### config.mk
export PLATFORM = sky130hd
export DESIGN_NAME = ping_pong_rd_ctrl
export DESIGN_NICKNAME = d
export VERILOG_FILES = /design/src/rtl/ping_pong_pkg.sv /design/src/rtl/ping_pong_addr_gen.sv /design/src/rtl/ping_pong_rd_ctrl.sv
export SDC_FILE = /design/constraint.sdc
export NUM_CORES = 1
export LEC_CHECK = 0
export ABC_CLOCK_PERIOD_IN_PS = 2300
export BUFFER_PORTS_ARGS = -buffer_cell sky130_fd_sc_hd__buf_2
export CORE_AREA = 2 2 39 41
export CTS_CLUSTER_SIZE = 12
export DETAILED_ROUTE_END_ITERATION = 10
export DIE_AREA = 0 0 41 43
export GPL_ROUTABILITY_DRIVEN = 0
export PLACE_DENSITY = 0.73
export SLEW_MARGIN = 10
export SYNTH_ARGS = -nofsm -noshare
export SYNTH_HDL_FRONTEND = slang
export SYNTH_SLANG_ARGS = --single-unit
### constraint.sdc
create_clock -name clk -period 2.3 [get_ports clk]
set_clock_uncertainty 0.15 [all_clocks]
set_input_delay 0.345 -clock clk [delete_from_list [all_inputs] [get_ports clk]]
set_output_delay 0.345 -clock clk [all_outputs]
set_load 0.01 [all_outputs]
### src/rtl/ping_pong_pkg.sv
// Types shared by the ping-pong buffer read and write controllers.
// Holds the reader state enum, the bank index type and small sizing helpers.
package ping_pong_pkg;

    localparam int unsigned NumBanks = 2;

    typedef logic bank_t;

    typedef enum logic [2:0] {
        StIdle,
        StWaitBank,
        StPrefetch,
        StRun,
        StRelease
    } rd_state_t;

    // Counter width for a modulo-n counter; never narrower than one bit.
    function automatic int unsigned cnt_width(input int unsigned n);
        return (n > 1) ? $clog2(n) : 1;
    endfunction

    function automatic bank_t other_bank(input bank_t b);
        return ~b;
    endfunction

endpackage

### src/rtl/ping_pong_addr_gen.sv
// k/row/col block counters and BRAM read address generation for the ping-pong reader.
// Addresses are registered from the next counter values, so they follow a step on the same edge.
module ping_pong_addr_gen
    import ping_pong_pkg::*;
#(
    parameter int unsigned ADDR_WIDTH   = 4,
    parameter int unsigned INNER_BLOCKS = 2,
    parameter int unsigned COL_BLOCKS   = 2,
    parameter int unsigned ROW_PAIRS    = 1
) (
    input  logic                  clk,
    input  logic                  rst,
    input  logic                  clear,
    input  logic                  k_step,
    input  logic                  blk_step,
    output logic                  last_blk,
    output logic [ADDR_WIDTH-1:0] w_addra,
    output logic [ADDR_WIDTH-1:0] w_addrb,
    output logic [ADDR_WIDTH-1:0] n_addrb
);

    localparam int unsigned KW = cnt_width(INNER_BLOCKS);
    localparam int unsigned CW = cnt_width(COL_BLOCKS);
    localparam int unsigned RW = cnt_width(ROW_PAIRS);

    localparam logic [KW-1:0] KMax = KW'(INNER_BLOCKS - 1);
    localparam logic [CW-1:0] CMax = CW'(COL_BLOCKS - 1);
    localparam logic [RW-1:0] RMax = RW'(ROW_PAIRS - 1);

    localparam logic [ADDR_WIDTH-1:0] IbAddr = ADDR_WIDTH'(INNER_BLOCKS);

    logic [KW-1:0] k, k_d;
    logic [CW-1:0] col, col_d;
    logic [RW-1:0] row, row_d;

    logic [ADDR_WIDTH-1:0] addra_d, addrb_d, naddr_d;

    always_comb begin
        k_d   = k;
        col_d = col;
        row_d = row;
        if (clear) begin
            k_d   = '0;
            col_d = '0;
            row_d = '0;
        end else begin
            if (k_step) begin
                k_d = (k == KMax) ? '0 : k + 1'b1;
            end
            if (blk_step) begin
                if (col == CMax) begin
                    col_d = '0;
                    row_d = (row == RMax) ? '0 : row + 1'b1;
                end else begin
                    col_d = col + 1'b1;
                end
            end
        end
    end

    // Modulo 2^ADDR_WIDTH arithmetic throughout; odd row is one k-stride past the even row.
    always_comb begin
        addra_d = ADDR_WIDTH'(k_d) + IbAddr * ADDR_WIDTH'({row_d, 1'b0});
        addrb_d = addra_d + IbAddr;
        naddr_d = ADDR_WIDTH'(k_d) + IbAddr * ADDR_WIDTH'(col_d);
    end

    assign last_blk = (row == RMax) && (col == CMax);

    always_ff @(posedge clk or posedge rst) begin
        if (rst) begin
            k       <= '0;
            col     <= '0;
            row     <= '0;
            w_addra <= '0;
            w_addrb <= '0;
            n_addrb <= '0;
        end else begin
            k       <= k_d;
            col     <= col_d;
            row     <= row_d;
            w_addra <= addra_d;
            w_addrb <= addrb_d;
            n_addrb <= naddr_d;
        end
    end

endmodule

### src/rtl/ping_pong_rd_ctrl.sv
// Ping-pong buffer read controller: waits for a full bank, streams it to the systolic array,
// then releases it and moves to the other bank. Optional PING_PONG_RD_PERF_EN adds stall_cycles.
module ping_pong_rd_ctrl
    import ping_pong_pkg::*;
#(
    parameter int unsigned ADDR_WIDTH   = 4,
    parameter int unsigned INNER_BLOCKS = 2,
    parameter int unsigned COL_BLOCKS   = 2,
    parameter int unsigned ROW_PAIRS    = 1
) (
    input  logic                  clk,
    input  logic                  rst,
    input  logic [NumBanks-1:0]   bank_full,
    input  logic                  systolic_finish_wrap,
    input  logic                  acc_done_wrap,
    output logic [NumBanks-1:0]   bank_release,
    output bank_t                 rd_bank,
    output logic                  rd_en,
    output logic [ADDR_WIDTH-1:0] w_addra,
    output logic [ADDR_WIDTH-1:0] w_addrb,
    output logic [ADDR_WIDTH-1:0] n_addrb,
    output logic                  enable_matmul,
`ifdef PING_PONG_RD_PERF_EN
    output logic [31:0]           stall_cycles,
`endif
    output logic                  internal_reset_acc
);

    rd_state_t state;
    logic      acc_prev;
    logic      acc_rise;
    logic      k_step;
    logic      blk_step;
    logic      clear;
    logic      last_blk;

    assign acc_rise = acc_done_wrap & ~acc_prev;
    assign k_step   = (state == StRun) & systolic_finish_wrap;
    assign blk_step = (state == StRun) & acc_rise;
    assign clear    = (state == StRelease);

    ping_pong_addr_gen #(
        .ADDR_WIDTH   (ADDR_WIDTH),
        .INNER_BLOCKS (INNER_BLOCKS),
        .COL_BLOCKS   (COL_BLOCKS),
        .ROW_PAIRS    (ROW_PAIRS)
    ) u_addr_gen (
        .clk      (clk),
        .rst      (rst),
        .clear    (clear),
        .k_step   (k_step),
        .blk_step (blk_step),
        .last_blk (last_blk),
        .w_addra  (w_addra),
        .w_addrb  (w_addrb),
        .n_addrb  (n_addrb)
    );

    always_ff @(posedge clk or posedge rst) begin
        if (rst) begin
            state              <= StIdle;
            rd_bank            <= '0;
            rd_en              <= 1'b0;
            enable_matmul      <= 1'b0;
            internal_reset_acc <= 1'b0;
            bank_release       <= '0;
            acc_prev           <= 1'b0;
        end else begin
            // Edge detector tracks the input in every state.
            acc_prev           <= acc_done_wrap;
            internal_reset_acc <= 1'b0;
            bank_release       <= '0;
            unique case (state)
                StIdle: begin
                    state <= StWaitBank;
                end
                StWaitBank: begin
                    if (bank_full[rd_bank]) begin
                        state <= StPrefetch;
                        rd_en <= 1'b1;
                    end
                end
                StPrefetch: begin
                    state         <= StRun;
                    enable_matmul <= 1'b1;
                end
                StRun: begin
                    if (blk_step) begin
                        internal_reset_acc <= 1'b1;
                        if (last_blk) begin
                            state                 <= StRelease;
                            rd_en                 <= 1'b0;
                            enable_matmul         <= 1'b0;
                            bank_release[rd_bank] <= 1'b1;
                        end
                    end
                end
                StRelease: begin
                    state   <= StWaitBank;
                    rd_bank <= other_bank(rd_bank);
                end
                default: begin
                    state <= StIdle;
                end
            endcase
        end
    end

`ifdef PING_PONG_RD_PERF_EN
    always_ff @(posedge clk or posedge rst) begin
        if (rst) begin
            stall_cycles <= '0;
        end else if ((state == StWaitBank) && (stall_cycles != '1)) begin
            stall_cycles <= stall_cycles + 32'd1;
        end
    end
`else
    // Stall counter not built in this configuration.
`endif

endmodule

==> flow_summary.json <==
{
  "grt_use_total_pct": 14.3,
  "drive_above_1_share_pct": 30.1,
  "htreeDepth": 1,
  "critPathSlowestCell": "or4b_4",
  "vias": 434,
  "synth_area_um2": 622,
  "worstPathMaxFanout": 5,
  "final_cells": 89,
  "syn_inst": 59,
  "vdd_drop_max_mv": 0.349,
  "hold_viol": 0,
  "grt_pass1_wl_um": 1650,
  "leakage_nw": 0.345,
  "dr.pass1.iters": 4,
  "antenna_left": 0,
  "finalSetupViolations": 0,
  "cts.clk_slew.worst_paths_ns": 0.08,
  "synth_seq_area_share_pct": 52.3,
  "cp.arrival_ns": 1.52,
  "clkLatencyLatePin_ns": 0.28,
  "synth_top_area_cell": "dfrtp_1",
  "gr-total-overflow": 0,
  "setup_slack_ns": 0.844,
  "fmax_mhz": 687,
  "p_switching_uw": 305,
  "seq_power_share_pct": 48.0,
  "drv_slew": 0,
  "ios": 24,
  "hpwl_um": 743,
  "status": "finished, final reports clean",
  "final_common_cell": "buf_2",
  "antenna_found_initial": 0,
  "pre_cts_ws_ns": 0.856,
  "clock_power_share_pct": 17.9,
  "vias_per_cell": 4.88,
  "die_area_um2": 1760,
  "wire_per_inst_um": 11.2,
  "tritoncts": "yes",
  "post_cts_buffers": 0,
  "syn_to_final_growth_pct": 10.7,
  "rows": 14,
  "worstSetupPathType": "reg -> reg",
  "cp_data_required_time_ns": 2.37,
  "period_needed_ns": 1.46,
  "critPathLaunchType": "flip-flop",
  "first_global_vias": 407,
  "crit_buf_inv": 0,
  "power_uw": 798,
  "crit_path_end_kind": "flip-flop",
  "slowest_delay_ns": 0.50,
  "routed_wl_um": 994,
  "drc": 0,
  "ys_ff_latch": 13,
  "cts_buffers": 3,
  "syn_area_per_cell_um2": 10.5,
  "fin_nets": 80,
  "period_share_pct": 63.3,
  "cp_top_family": "simple AND/OR/NAND/NOR gates",
  "yosys.area.top_type_share_pct": 52.3,
  "cts-root-buf": "clkbuf_4",
  "cts_sinks": 13,
  "powerDensity_nw_per_um2": 1160,
  "comb_power_share_pct": 34.1,
  "grt_max_degree": 14,
  "cts_resized": 0,
  "swShare_pct": 38.3,
  "hold_class": "in -> reg",
  "coreArea_um2": 1380,
  "clock_tree.buffer_depth": 2,
  "rsz0062_at_grt": "no",
  "cap_violations": 0,
  "portBuffers": 16,
  "crit_chain": "mux2i_1 > or4b_4 > a21oi_2",
  "placed_cells_incl_taps": 84,
  "layout_common_cells": "buf_2, dfrtp_1, conb_1, o21ai_0",
  "die_y_um": 43,
  "yosys.cell_types.count": 26,
  "yosys_warnings": 0,
  "die_x_um": 41,
  "start_util_pct": 44.9,
  "setup_tns_ns": 0,
  "drt_iter0_drc": 2,
  "n_antenna_cell": 0,
  "intPower_uw": 493,
  "synth.area.top_cells": "dfrtp_1, buf_4, o21ai_0, a21boi_0, nand3b_1"
}
==> cells in the mapped netlist <==
master,instances
nand2b_1,1
a31oi_1,1
inv_1,3
dfrtp_1,13
nor2b_1,2
buf_2,1
nand2_1,1
or3_1,1
a21boi_0,2
and2_2,1
or4b_4,1
nor2_1,1
a21oi_1,1
conb_1,2
mux2i_1,1
o21ai_1,1
o21ai_0,4
and3_1,2
xnor2_1,1
a21oi_2,1
a211oi_1,1
nand3b_1,2
buf_4,11
o22ai_1,2
clkbuf_2,1
nor3_1,1
==> area by class of cell <==
class / instances / area [µm²]
well taps: 16 / 20.0
multi-input cells: 36 / 215
inverters: 3 / 11.3
flip-flops and latches: 13 / 325
clock buffers: 4 / 26.3
repair buffers: 17 / 90.1
fillers: 136 / 696
==> power groups by stage <==
stage / clock (mW) / combinational [mW] / sequential (mW)
floorplan: 0 / 0.259 / 0.360
global placement: 0 / 0.270 / 0.380
detailed placement: 0 / 0.275 / 0.389
CTS: 0.144 / 0.277 / 0.383
global route: 0.154 / 0.310 / 0.401
finish: 0.143 / 0.272 / 0.383
==> stage by stage <==
stage          area (µm²)  utilization [%]  hold WS [ns]
2_1_floorplan         644                -        0.0720
6_report              688             49.7        0.0423
3_5_place_dp          652             47.1         0.235
5_1_grt               688             49.7        0.0353
4_1_cts               688             49.7        0.0385
3_3_place_gp          652             47.1         0.239
==> cells by family (layout without fill, tap and decap cells) <==
group	Yosys count	after routing	share of synthesized area, %
other cells	2	8	1.21
buf+inv	16	24	16.7
flops	13	13	52.3
simple gates	13	13	13.9
mux	1	1	1.61
compound gates	13	13	12.9
xor+xnor	1	1	1.41
==> per-layer routing <==
| layer | global-route usage, % | vias to the layer above | routed length [µm] |
|---|---|---|---|
| li1 | - | 206 | - |
| met1 | 15.3 | 209 | 394 |
| met2 | 22.8 | 16 | 515 |
| met3 | 3.14 | 3 | 56 |
| met4 | 10.7 | 0 | 28 |
| met5 | 0 | - | 0 |
==> worst register-to-register path: cells and delay by family, from the launching register on <==
kind            cells  cell delay (ns)
simple gates        1             0.50
mux                 1             0.17
flops               1             0.44
compound gates      1             0.14
==> flip-flops by register name, indices dropped and copies added, names as in the netlist <==
name and cells:
acc_prev 1, bank_release 2, enable_matmul 1, internal_reset_acc 1, rd_bank 1, rd_en 1, state 3, u_addr_gen.col 1
u_addr_gen.n_addrb 1, u_addr_gen.w_addrb 1
==> timing repair <==
action                                 in CTS  in global routing
endpoints found under the hold margin      13                  0
hold buffers                                1                  0
setup endpoints to repair                   0                  0
==> final timing paths <==
kind / startpoint / to / slack (ns) / cells after the start
min in group asynchronous: rst / u_addr_gen.w_addrb[1] / 0.46 / 3
min: acc_done_wrap / acc_prev / 0.04 / 1
max in group asynchronous: rst / acc_prev / 1.23 / 3
max: rd_bank / rd_en / 0.84 / 3
min reg2reg: enable_matmul / enable_matmul / 0.37 / 2
max reg2reg: rd_bank / rd_en / 0.84 / 3
Note: power is estimated with default switching activity, not from simulation.
